--- src/rtl/df_fetch_pkg.sv ---
// rtl/df_fetch_pkg.sv - shared word/strobe/state definitions and FSM state type for df_fetch
`ifndef DF_FETCH_STDDEF
`define DF_FETCH_STDDEF
`define DATA_WIDTH  32
`define WordDataBus `DATA_WIDTH-1:0
`define ENABLE      1'b1
`define DISABLE     1'b0
`define DF_ST_IDLE  2'd0
`define DF_ST_FETCH 2'd1
`define DF_ST_DRAIN 2'd2
`define DF_ST_DONE  2'd3
`endif

package df_fetch_pkg;

  typedef enum logic [1:0] {
    ST_IDLE  = `DF_ST_IDLE,
    ST_FETCH = `DF_ST_FETCH,
    ST_DRAIN = `DF_ST_DRAIN,
    ST_DONE  = `DF_ST_DONE
  } df_state_e;

endpackage

--- src/rtl/df_fetch_addr_gen.sv ---
// rtl/df_fetch_addr_gen.sv - pair index counter, wrapping base+index addresses, last-read flag (DF_BIAS_EN adds the bias read)
module df_addr_gen
  import df_fetch_pkg::*;
#(
  parameter int ADDR_WIDTH = 8,
  parameter int LEN_WIDTH  = 8
) (
  input  logic                  clk,
  input  logic                  reset,
  input  logic                  load_i,
  input  logic                  adv_i,
  input  logic [LEN_WIDTH-1:0]  len_i,
  input  logic [ADDR_WIDTH-1:0] x_base_i,
  input  logic [ADDR_WIDTH-1:0] w_base_i,
  output logic [ADDR_WIDTH-1:0] x_addr_o,
  output logic [ADDR_WIDTH-1:0] w_addr_o,
  output logic                  last_o
);

  logic [LEN_WIDTH-1:0]  i_q, i_d;
  logic [LEN_WIDTH-1:0]  last_idx_q, last_idx_d;
  logic [ADDR_WIDTH-1:0] x_base_q, x_base_d;
  logic [ADDR_WIDTH-1:0] w_base_q, w_base_d;

  // Index of the final read: the bias read sits one past the operand pairs.
  // Without bias a zero length never reaches FETCH, so the wrap of len-1 is harmless.
  always_comb begin
`ifdef DF_BIAS_EN
    last_idx_d = len_i;
`else
    last_idx_d = len_i - LEN_WIDTH'(1);
`endif
    i_d      = i_q;
    x_base_d = x_base_q;
    w_base_d = w_base_q;
    if (load_i) begin
      i_d      = '0;
      x_base_d = x_base_i;
      w_base_d = w_base_i;
    end else begin
      last_idx_d = last_idx_q;
      if (adv_i) begin
        i_d = i_q + LEN_WIDTH'(1);
      end
    end
  end

  // Command latch and index register.
  always_ff @(posedge clk) begin
    if (reset) begin
      i_q        <= '0;
      last_idx_q <= '0;
      x_base_q   <= '0;
      w_base_q   <= '0;
    end else begin
      i_q        <= i_d;
      last_idx_q <= last_idx_d;
      x_base_q   <= x_base_d;
      w_base_q   <= w_base_d;
    end
  end

  assign x_addr_o = x_base_q + ADDR_WIDTH'(i_q);
  assign w_addr_o = w_base_q + ADDR_WIDTH'(i_q);
  assign last_o   = (i_q == last_idx_q);

endmodule

--- src/rtl/df_fetch.sv ---
// rtl/df_fetch.sv - operand-pair fetch sequencer feeding the multiply stage; DF_BIAS_EN appends a bias pair
module df_fetch
  import df_fetch_pkg::*;
#(
  parameter int DATA_WIDTH = `DATA_WIDTH,
  parameter int ADDR_WIDTH = 8,
  parameter int LEN_WIDTH  = 8
) (
  input  logic                  clk,
  input  logic                  reset,
  input  logic                  start,
  input  logic [LEN_WIDTH-1:0]  len,
  input  logic [ADDR_WIDTH-1:0] x_base,
  input  logic [ADDR_WIDTH-1:0] w_base,
  output logic                  x_rd,
  output logic                  w_rd,
  output logic [ADDR_WIDTH-1:0] x_addr,
  output logic [ADDR_WIDTH-1:0] w_addr,
  input  logic [DATA_WIDTH-1:0] x_rdata,
  input  logic [DATA_WIDTH-1:0] w_rdata,
  output logic [DATA_WIDTH-1:0] df_x,
  output logic [DATA_WIDTH-1:0] df_w,
  output logic                  df_rdy,
  output logic                  df_last,
  output logic                  busy,
  output logic                  done
);

  df_state_e state_q, state_d;
  logic      load, adv, last, fetch, len_zero, bias_rd;
  logic      rd_pend_q, last_pend_q;
  logic      df_rdy_q, df_last_q;
  logic [DATA_WIDTH-1:0] df_x_q, df_w_q;

  df_addr_gen #(
    .ADDR_WIDTH (ADDR_WIDTH),
    .LEN_WIDTH  (LEN_WIDTH)
  ) u_addr_gen (
    .clk      (clk),
    .reset    (reset),
    .load_i   (load),
    .adv_i    (adv),
    .len_i    (len),
    .x_base_i (x_base),
    .w_base_i (w_base),
    .x_addr_o (x_addr),
    .w_addr_o (w_addr),
    .last_o   (last)
  );

`ifdef DF_BIAS_EN
  assign len_zero = 1'b0;
  assign bias_rd  = last;
`else
  assign len_zero = (len == '0);
  assign bias_rd  = 1'b0;
`endif

  // Next state; DRAIN holds until the final pair has left the output register.
  always_comb begin
    state_d = state_q;
    load    = `DISABLE;
    adv     = `DISABLE;
    case (state_q)
      ST_IDLE: begin
        if (start) begin
          load    = `ENABLE;
          state_d = len_zero ? ST_DONE : ST_FETCH;
        end
      end
      ST_FETCH: begin
        adv = ~last;
        if (last) begin
          state_d = ST_DRAIN;
        end
      end
      ST_DRAIN: begin
        if (df_last_q) begin
          state_d = ST_DONE;
        end
      end
      ST_DONE:  state_d = ST_IDLE;
      default:  state_d = ST_IDLE;
    endcase
  end

  // State register.
  always_ff @(posedge clk) begin
    if (reset) begin
      state_q <= ST_IDLE;
    end else begin
      state_q <= state_d;
    end
  end

  assign fetch = (state_q == ST_FETCH);

  // Read-latency tracker and output register; operands read as zero when no pair is valid.
  always_ff @(posedge clk) begin
    if (reset) begin
      rd_pend_q   <= 1'b0;
      last_pend_q <= 1'b0;
      df_rdy_q    <= 1'b0;
      df_last_q   <= 1'b0;
      df_x_q      <= '0;
      df_w_q      <= '0;
    end else begin
      rd_pend_q   <= fetch;
      last_pend_q <= fetch & last;
      df_rdy_q    <= rd_pend_q;
      df_last_q   <= last_pend_q;
      df_w_q      <= rd_pend_q ? w_rdata : '0;
`ifdef DF_BIAS_EN
      df_x_q      <= rd_pend_q ? (last_pend_q ? DATA_WIDTH'(1) : x_rdata) : '0;
`else
      df_x_q      <= rd_pend_q ? x_rdata : '0;
`endif
    end
  end

  assign x_rd    = fetch & ~bias_rd;
  assign w_rd    = fetch;
  assign df_x    = df_x_q;
  assign df_w    = df_w_q;
  assign df_rdy  = df_rdy_q;
  assign df_last = df_last_q;
  assign busy    = (state_q == ST_FETCH) || (state_q == ST_DRAIN);
  assign done    = (state_q == ST_DONE);

endmodule

--- config.mk ---
export PLATFORM = sky130hd
export DESIGN_NAME = df_fetch
export DESIGN_NICKNAME = d
export VERILOG_FILES = /design/src/rtl/df_fetch_pkg.sv /design/src/rtl/df_fetch_addr_gen.sv /design/src/rtl/df_fetch.sv
export SDC_FILE = /design/constraint.sdc
export NUM_CORES = 1
export LEC_CHECK = 0
export CAP_MARGIN = 20
export CORE_UTILIZATION = 45
export DETAILED_ROUTE_END_ITERATION = 12
export DONT_BUFFER_PORTS = 1
export GPL_TIMING_DRIVEN = 1
export MAX_ROUTING_LAYER = met4
export PLACE_DENSITY = 0.63
export SLEW_MARGIN = 10
export SYNTH_ARGS = -nofsm -noshare
export SYNTH_HDL_FRONTEND = slang
export SYNTH_SLANG_ARGS = --single-unit
export TNS_END_PERCENT = 20
--- constraint.sdc ---
create_clock -name clk -period 5.1 [get_ports clk]
set_clock_uncertainty 0.15 [all_clocks]
set_input_delay 0.51 -clock clk [delete_from_list [all_inputs] [get_ports clk]]
set_output_delay 0.51 -clock clk [all_outputs]
set_load 0.05 [all_outputs]
Yosys cells after proc, flatten, opt, wreduce, memory -nomap -nowiden
Index checks and enable logic that the tools add are counted.

Output and inout port bits: 86. Register bits: 102.

Multiplexer cells: 8. Reduce and logical (&&, ||, !) cells: 6. Add/subtract/negate cells: 4. Bitwise gates (word level): 3. Equality and inequality tests: 7.

Operators with widths (count): adder 8 bit (2); adder 8 x 1 -> 8 bit, second input constant (1); == test 8 bit (1); logical NOT 8 bit (1); 2-to-1 mux 2 bit (4); one-hot mux 2 bit (4 select lines) (1); subtractor 8 x 1 -> 8 bit, second input constant (1); inequality test 2 bit, second input constant (3); == test 2 bit, second input constant (2); OR reduction 2 bit (2); 2-to-1 mux 1 bit (3); AND reduction 3 bit (1); == test 2 x 1 -> 1 bit, second input constant (1); logical NOT 2 bit (1); NOT 1 bit (2); AND 1 bit (1); logical OR 1 bit (1).

Longest topological paths before layout
Gate-level depths: netlist of the first run.

Word-level depth: 4. Depth in mapped cells: 8. Depth with buffers taken out: 8.

Cells and area by module
A second synthesis of the first run with hierarchy kept.

Cell total of the unflattened synthesis: 383. Area total of the unflattened synthesis: 3991.3 µm².

By module, submodules not included: df_fetch (times used 1, sequential area each 1401.3 µm², cells an instance 170, area each 2079.5 µm²); df_addr_gen (times used 1, sequential area each 640.6 µm², cells an instance 213, area each 1911.8 µm²).

Worst setup path before layout of the first run
OpenSTA, ideal clock, no wires.

Path kind: register -> output. Start point: reg u_addr_gen.i_q[0]. End point: out w_addr[6]. Path buffers: 0. Setup slack: 2446 ps. Cell stages (with the launch flop): 9. Arrival: 1994 ps. Required time: 4440 ps. Cell sequence: dfxtp_1 -> ha_1 -> inv_1 -> fa_1 -> nor2b_1 -> o21ai_0 -> a21boi_0 -> or4_1 -> nand3_1.

Longest elaborated chain between the ends: 1.

Ends and longest elaborated chain: start: declaration (line df_fetch_addr_gen.sv:20) `logic [LEN_WIDTH-1:0] i_q, i_d;`; start signal: assignment (line df_fetch_addr_gen.sv:56) `i_q <= i_d;`; adder 8 bit (line df_fetch_addr_gen.sv:64) `assign w_addr_o = w_base_q + ADDR_WIDTH'(i_q);`; end: declaration (line df_fetch.sv:18) `output logic [ADDR_WIDTH-1:0] w_addr,`.

Every way passes these cells.

Final worst setup path of the first run
Ends and elaborated chain as after synthesis.

==> results of run 1 <==
## metal layers
layer	vias up	GRT usage (%)	wire length (um)
met5	-	-	0
met4	0	8.706	121
met3	11	4.976	546
met2	105	29.94	4073
met1	1188	19.90	3320
li1	1342	-	-
## cells by family (layout without fill, tap and decap cells)
kind of cell	count (synthesis)	after routing	synth area share, %
fa+ha+maj	24	24	7.937
simple gates	163	163	21.89
flops	102	102	51.40
mux	1	1	0.2520
xor+xnor	26	26	5.732
compound gates	58	58	9.291
buf+inv	35	35	3.496
## metrics by stage
stage	hold slack [ns]	util, %	std cells	area, sq um
after floorplan	0.2638	-	409	3973
after global placement	0.2965	48.25	497	4044
after detailed placement	0.2918	48.25	497	4044
after CTS	0.04734	50.50	513	4233
after global routing	0.03832	50.83	514	4260
final	0.06732	50.83	514	4260
## area by class of cell
class	instances	area [sq um]
Fill cell	768	4121
Sequential cell	102	2042
Multi-Input combinational cell	272	1799
Tap cell	105	131.4
Clock buffer	9	123.9
Clock inverter	7	65.06
Inverter	17	63.81
Timing Repair Buffer	2	35.03
## worst max-delay path: cells and delay by family, from the launching register on
kind	cells	cell delay [ns]
compound gates	2	0.44
fa+ha+maj	2	0.62
flops	1	0.48
buf+inv	1	0.05
simple gates	3	0.68
## report_power, final
group / leakage (uW) / switching [uW] / total (uW) / internal, uW
sequential: 0.000829 / 190 / 1070 / 884
combinational: 0.000780 / 385 / 554 / 169
clock: 0.0000969 / 287 / 474 / 187
## placed cells by master, fill, tap and decap left out, types with 3 or more instances in the layout
cell / instances
or4_1: 6
clkinv_4: 3
o21ai_0: 4
xnor2_1: 19
xor2_1: 7
dfxtp_1: 102
nor3_1: 5
a21oi_1: 26
inv_1: 17
clkbuf_8: 9
nor2b_1: 7
o211ai_1: 4
a211oi_1: 10
ha_1: 22
nor2_1: 25
and2_1: 66
nand3_1: 3
nand2_1: 40
## worst paths after layout
path,end,slack [ns],depth (start not counted)
worst min-delay path,u_addr_gen.last_idx_q[0],0.07,1
worst max-delay path,w_addr[6],1.82,8
worst max register to register,u_addr_gen.i_q[5],2.72,6
worst min register to register,df_last,0.31,1
## flip-flops by register name, summed over array words and instances, names as in the netlist
name / cells
df_last: 1
df_rdy: 1
df_w: 32
df_x: 32
last_pend_q: 1
rd_pend_q: 1
state_q: 2
u_addr_gen.i_q: 8
u_addr_gen.last_idx_q: 8
u_addr_gen.w_base_q: 8
u_addr_gen.x_base_q: 8
==> key figures, run 1 <==
Finish
  • Area growth from synthesis to layout: 7.244%
  • Layout cells sized above 1: 5.379%
  • Antenna diodes: 0
  • Final Net Count: 519

Synth
  • EDFF count, synth: 0
  • Yosys warns: 0
  • Commonest cells post-synth: 102 x dfxtp_1, 66 x and2_1, 40 x nand2_1
  • Prevailing post-synth register cell: dfxtp_1
  • Synth top area share: 51.40%
  • Count leader, synth: dfxtp_1
  • Post-synth net total: 524
  • Count of different cell masters after synthesis: 38
  • Mapped Area: 0.003973 sq mm
  • Syn avg cell area: 9.713 sq um
  • Post-synth ARST share: 0%
  • Cell count after synthesis: 409
  • Sequential area share after synthesis: 51.40%
  • Area contributors post-synth: dfxtp_1 51%, and2_1 10%, ha_1 6.9%
  • Yosys reg bits: 102
  • Synth area leader: dfxtp_1

Global route
  • GR Util All Layers: 17.99%
  • Initial antenna violation count: 0
  • Largest net degree at the start of global routing: 66
  • Global route total overflow: 0
  • Vias in the first global route: 2568
  • First-pass GRT wire length: 11980 um

Clock network
  • Root buf cell: clkbuf_8
  • H-tree levels: 3
  • Hold_buf cts: 0
  • Post-CTS sizing: 0
  • Clk sink count: 102
  • CTS max path bufs: 2
  • TritonCTS buffer count: 9
  • Post-CTS Setup Inserts: 0
  • Worst-Skew Late Latency: 0.35 ns
  • Worst-path clk slew: 0.10 ns
  • CTS tree: built

Drt
  • Initial DRT Pass Iterations: 4
  • DR vias/cell: 5.148
  • Routed len/inst: 15.68 um
  • ANT nets after route: 0
  • DR iter-0 viols: 54
  • # DRC: 0
  • Final Routed Wirelength: 8061 um
  • Routed vias: 2646

Pwr
  • Cell leakage power: 0.001705 uW
  • VDD IR max: 0.2514 mV
  • Overall power: 2102 uW
  • Power density over cell area: 493.4 mW/mm^2

Die
  • Total Die Area: 0.009207 sq mm
  • Die Y: 95.96 um
  • I/O pin cnt: 177
  • Chip Width: 95.96 um
  • Core Box Area: 0.008382 sq mm
  • Initial core utilization: 47.40%
  • Row count: 33

STA
  • Worst-margin pin slew: 1.172 ns
  • Final Cycle Share: 64.27%
  • Max-slew headroom: 21.27%
  • Final worst setup slack: 1.822 ns
  • Crit path time final: 3.278 ns
  • Final Hold Vio Count: 0
  • Unrepaired setup endpoints after global routing: false
  • FMAX: 305.1 MHz
  • # setup viols final: 0
  • Max Slew Vio Count: 0
  • TNS Setup: 0 ns

Worst setup path
  • Critical Path Fanout Max: 6
  • CP required: 4.44 ns
  • CP Cell Sequence: ha_1 -> inv_1 -> fa_1 -> nor2b_1 -> o21ai_0 -> a21boi_0 -> or4_1 -> nand3_1
  • Crit path DAT: 2.62 ns
  • Startpoint types: flop
  • Setup crit start: u_addr_gen.i_q[0]
  • Reg2reg start: state_q[0]
  • Crit path kind: flop to output pin
  • CP max-delay cell: dfxtp_1
  • CP Capture Type: output pin
  • Critical Path Max Stage Delay: 0.48 ns

Min path
  • HP Class: input port to flop
  • Hold Path Origin: reset

Status
  • Status: complete, no violations

Flow run
  • Max Cap Violations: 0

Place
  • Detailed Place HPWL: 6036 um
  • Port Buffers: 0
  • Routability congestion estimate from global placement: 0.8159
  • Pre-CTS setup slack: 2.224 ns
(Power assumes the default switching activity.)
==> inputs of run 2 (changes only) <==
PLACE_DENSITY = 0.65   (was 0.63)
clock period = 2.97 ns   (was 5.1 ns; I/O delays follow)
==> key figures, run 2 (synthesis gave the netlist of run 1 again) <==
STA
  • Unrepaired setup endpoints after global routing: false
  • Final worst setup slack: 0.1890 ns (-1.633 ns)
  • Crit path time final: 2.781 ns
  • TNS Setup: 0 ns (unchanged)
  • Final Hold Vio Count: 0 (unchanged)
  • Worst-margin pin slew: 0.9860 ns (-0.1865 ns)
  • # setup viols final: 0 (unchanged)
  • FMAX: 359.6 MHz
  • Max Slew Vio Count: 0 (unchanged)
  • Final Cycle Share: 93.64%
  • Max-slew headroom: 34.13% (+13 points)

Status
  • Status: complete, no violations

Worst setup path
  • Crit path kind: flop to output pin
  • CP Cell Sequence: ha_1 -> inv_1 -> fa_1 -> nor2b_1 -> o21ai_1 -> a21boi_1 -> or4_1 -> nand3_1 -> buf_4
  • Setup crit start: u_addr_gen.i_q[0]
  • Critical Path Fanout Max: 6 (unchanged)
  • Startpoint types: flop
  • Critical Path Max Stage Delay: 0.42 ns (-0.06 ns)
  • CP required: 2.52 ns (-1.92 ns)
  • Crit path DAT: 2.33 ns (-0.29 ns)
  • CP max-delay cell: dfxtp_2
  • CP Capture Type: output pin
  • Reg2reg start: u_addr_gen.i_q[4]

Global route
  • Global route total overflow: 0 (unchanged)
  • Vias in the first global route: 3111 (+21%)
  • Initial antenna violation count: 0 (unchanged)
  • Met3 track demand over resource: 5.766% (+0.79 points)
  • Met1 usage: 24.79% (+4.9 points)
  • GR peak layer: met2
  • Largest net degree at the start of global routing: 66 (unchanged)
  • GR Util All Layers: 22.03% (+4.0 points)
  • Met2 Track Usage GR: 37.44% (+7.5 points)
  • First-pass GRT wire length: 14690 um (+23%)

Place
  • Routability congestion estimate from global placement: 0.7994 (-2.0%)
  • Port Buffers: 0 (unchanged)
  • Placed Cells: 511 (+2.8%)
  • Pre-CTS setup slack: 0.4241 ns (-1.800 ns)
  • Detailed Place HPWL: 6278 um (+4.0%)

Drt
  • Routed vias: 3078 (+16%)
  • DR vias/cell: 5.005 (-2.8%)
  • Initial DRT Pass Iterations: 4 (unchanged)
  • DR iter-0 viols: 91 (+69%)
  • Routed len/inst: 15.97 um (+1.9%)
  • # DRC: 0 (unchanged)
  • Final Routed Wirelength: 9824 um (+22%)
  • ANT nets after route: 0 (unchanged)

Clock network
  • Post-CTS Setup Inserts: 0 (unchanged)
  • Clk sink count: 102 (unchanged)
  • Root buf cell: clkbuf_8
  • H-tree levels: 3 (unchanged)
  • CTS max path bufs: 2 (unchanged)
  • Worst-Skew Late Latency: 0.37 ns (+0.02 ns)
  • TritonCTS buffer count: 9 (unchanged)
  • Worst-path clk slew: 0.12 ns (+0.02 ns)
  • CTS tree: built

Finish
  • Fin cells: 615 (+20%)
  • Layout cells sized above 1: 7.647% (+2.3 points)
  • Most frequent cells in the layout: 99 x dfxtp_1, 87 x dlygate4sd3_1, 66 x and2_1
  • Layout Utilization: 62.71% (+12 points)
  • Antenna diodes: 0 (unchanged)
  • Area growth from synthesis to layout: 32.31%
  • # fillers: 683 (-11%)
  • Most common cell after layout, fill and taps aside: dfxtp_1
  • Final Net Count: 620 (+19%)

Die
  • Row count: 33 (unchanged)
  • Chip Width: 95.96 um (unchanged)
  • I/O pin cnt: 177 (unchanged)
  • Core Box Area: 0.008382 sq mm (unchanged)
  • Die Y: 95.96 um (unchanged)
  • Initial core utilization: 47.40% (unchanged)
  • Total Die Area: 0.009207 sq mm (unchanged)

Min path
  • HP Class: input port to flop
  • Hold Path Origin: len[5]

Pwr
  • VDD IR max: 0.3945 mV (+57%)
  • Power density over cell area: 731.0 mW/mm^2 (+48%)
  • Comb pwr share: 28.5% (+2.1 points)
  • Cell leakage power: 0.002152 uW (+26%)
  • Switching fraction of total power: 41.16% (+0.13 points)
  • Clk pwr share: 23.4% (+0.8 points)
  • Switching power: 1581 uW (+83%)
  • Power share of the sequential group: 48.1% (-3.0 points)
  • Cell Int Power: 2261 uW (+82%)

Flow run
  • Max Cap Violations: 0 (unchanged)
## run 2: timing repair
action                                 in CTS  in global routing
setup endpoints to repair                   0                  5
hold buffers                               87                  0
endpoints found under the hold margin      95                  0
gates resized for setup                     0                  6
## run 2: worst paths after layout
| kind | slack (ns) | cells past startpoint | endpoint |
|---|---|---|---|
| max | 0.19 | 9 | w_addr[6] |
| min | 0.006 | 2 | u_addr_gen.last_idx_q[5] |
| max reg2reg | 0.76 | 5 | state_q[1] |
| min reg2reg | 0.31 | 1 | df_last |
## run 2: layout make-up
class                           count  area, sq um  share of cell area, %
Multi-Input combinational cell    272         1799                  34.23
Tap cell                          105        131.4                  2.499
Inverter                           17        63.81                  1.214
Timing Repair Buffer              103        998.5                  19.00
Clock buffer                        9        123.9                  2.357
Clock inverter                      7        93.84                  1.785
Sequential cell                   102         2046                  38.92
## run 2: metal layers
metal	share of wire, %	wire, um	up-vias
met5	0	0	-
met4	1.7	170	0
met3	5.1	502	16
met2	52	5139	113
met1	41	4012	1412
li1	-	-	1537
## run 2: worst max-delay path: cells and delay by family, from the launching register on
| kind | cells | cell delay [ns] |
|---|---|---|
| fa+ha+maj | 2 | 0.60 |
| buf+inv | 2 | 0.27 |
| flops | 1 | 0.42 |
| compound gates | 2 | 0.34 |
| simple gates | 3 | 0.34 |
## run 2: power groups by stage
| stage | sequential, uW | combinational, uW | clock (uW) |
|---|---|---|---|
| floorplan | 1850 | 829 | 0 |
| CTS | 1850 | 1090 | 924 |
| detailed placement | 1880 | 992 | 0 |
| global placement | 1880 | 974 | 0 |
| global route | 1870 | 1200 | 981 |
| finish | 1850 | 1100 | 897 |
## run 2: through the flow
stage	area, sq um	total power (uW)	hold slack, ns
after detailed placement	4149	2871	0.2241
after global routing	5256	4049	0.03332
after global placement	4149	2851	0.2245
after CTS	5238	3864	0.002990
after floorplan	3973	2678	0.2259
final	5256	3842	0.005810
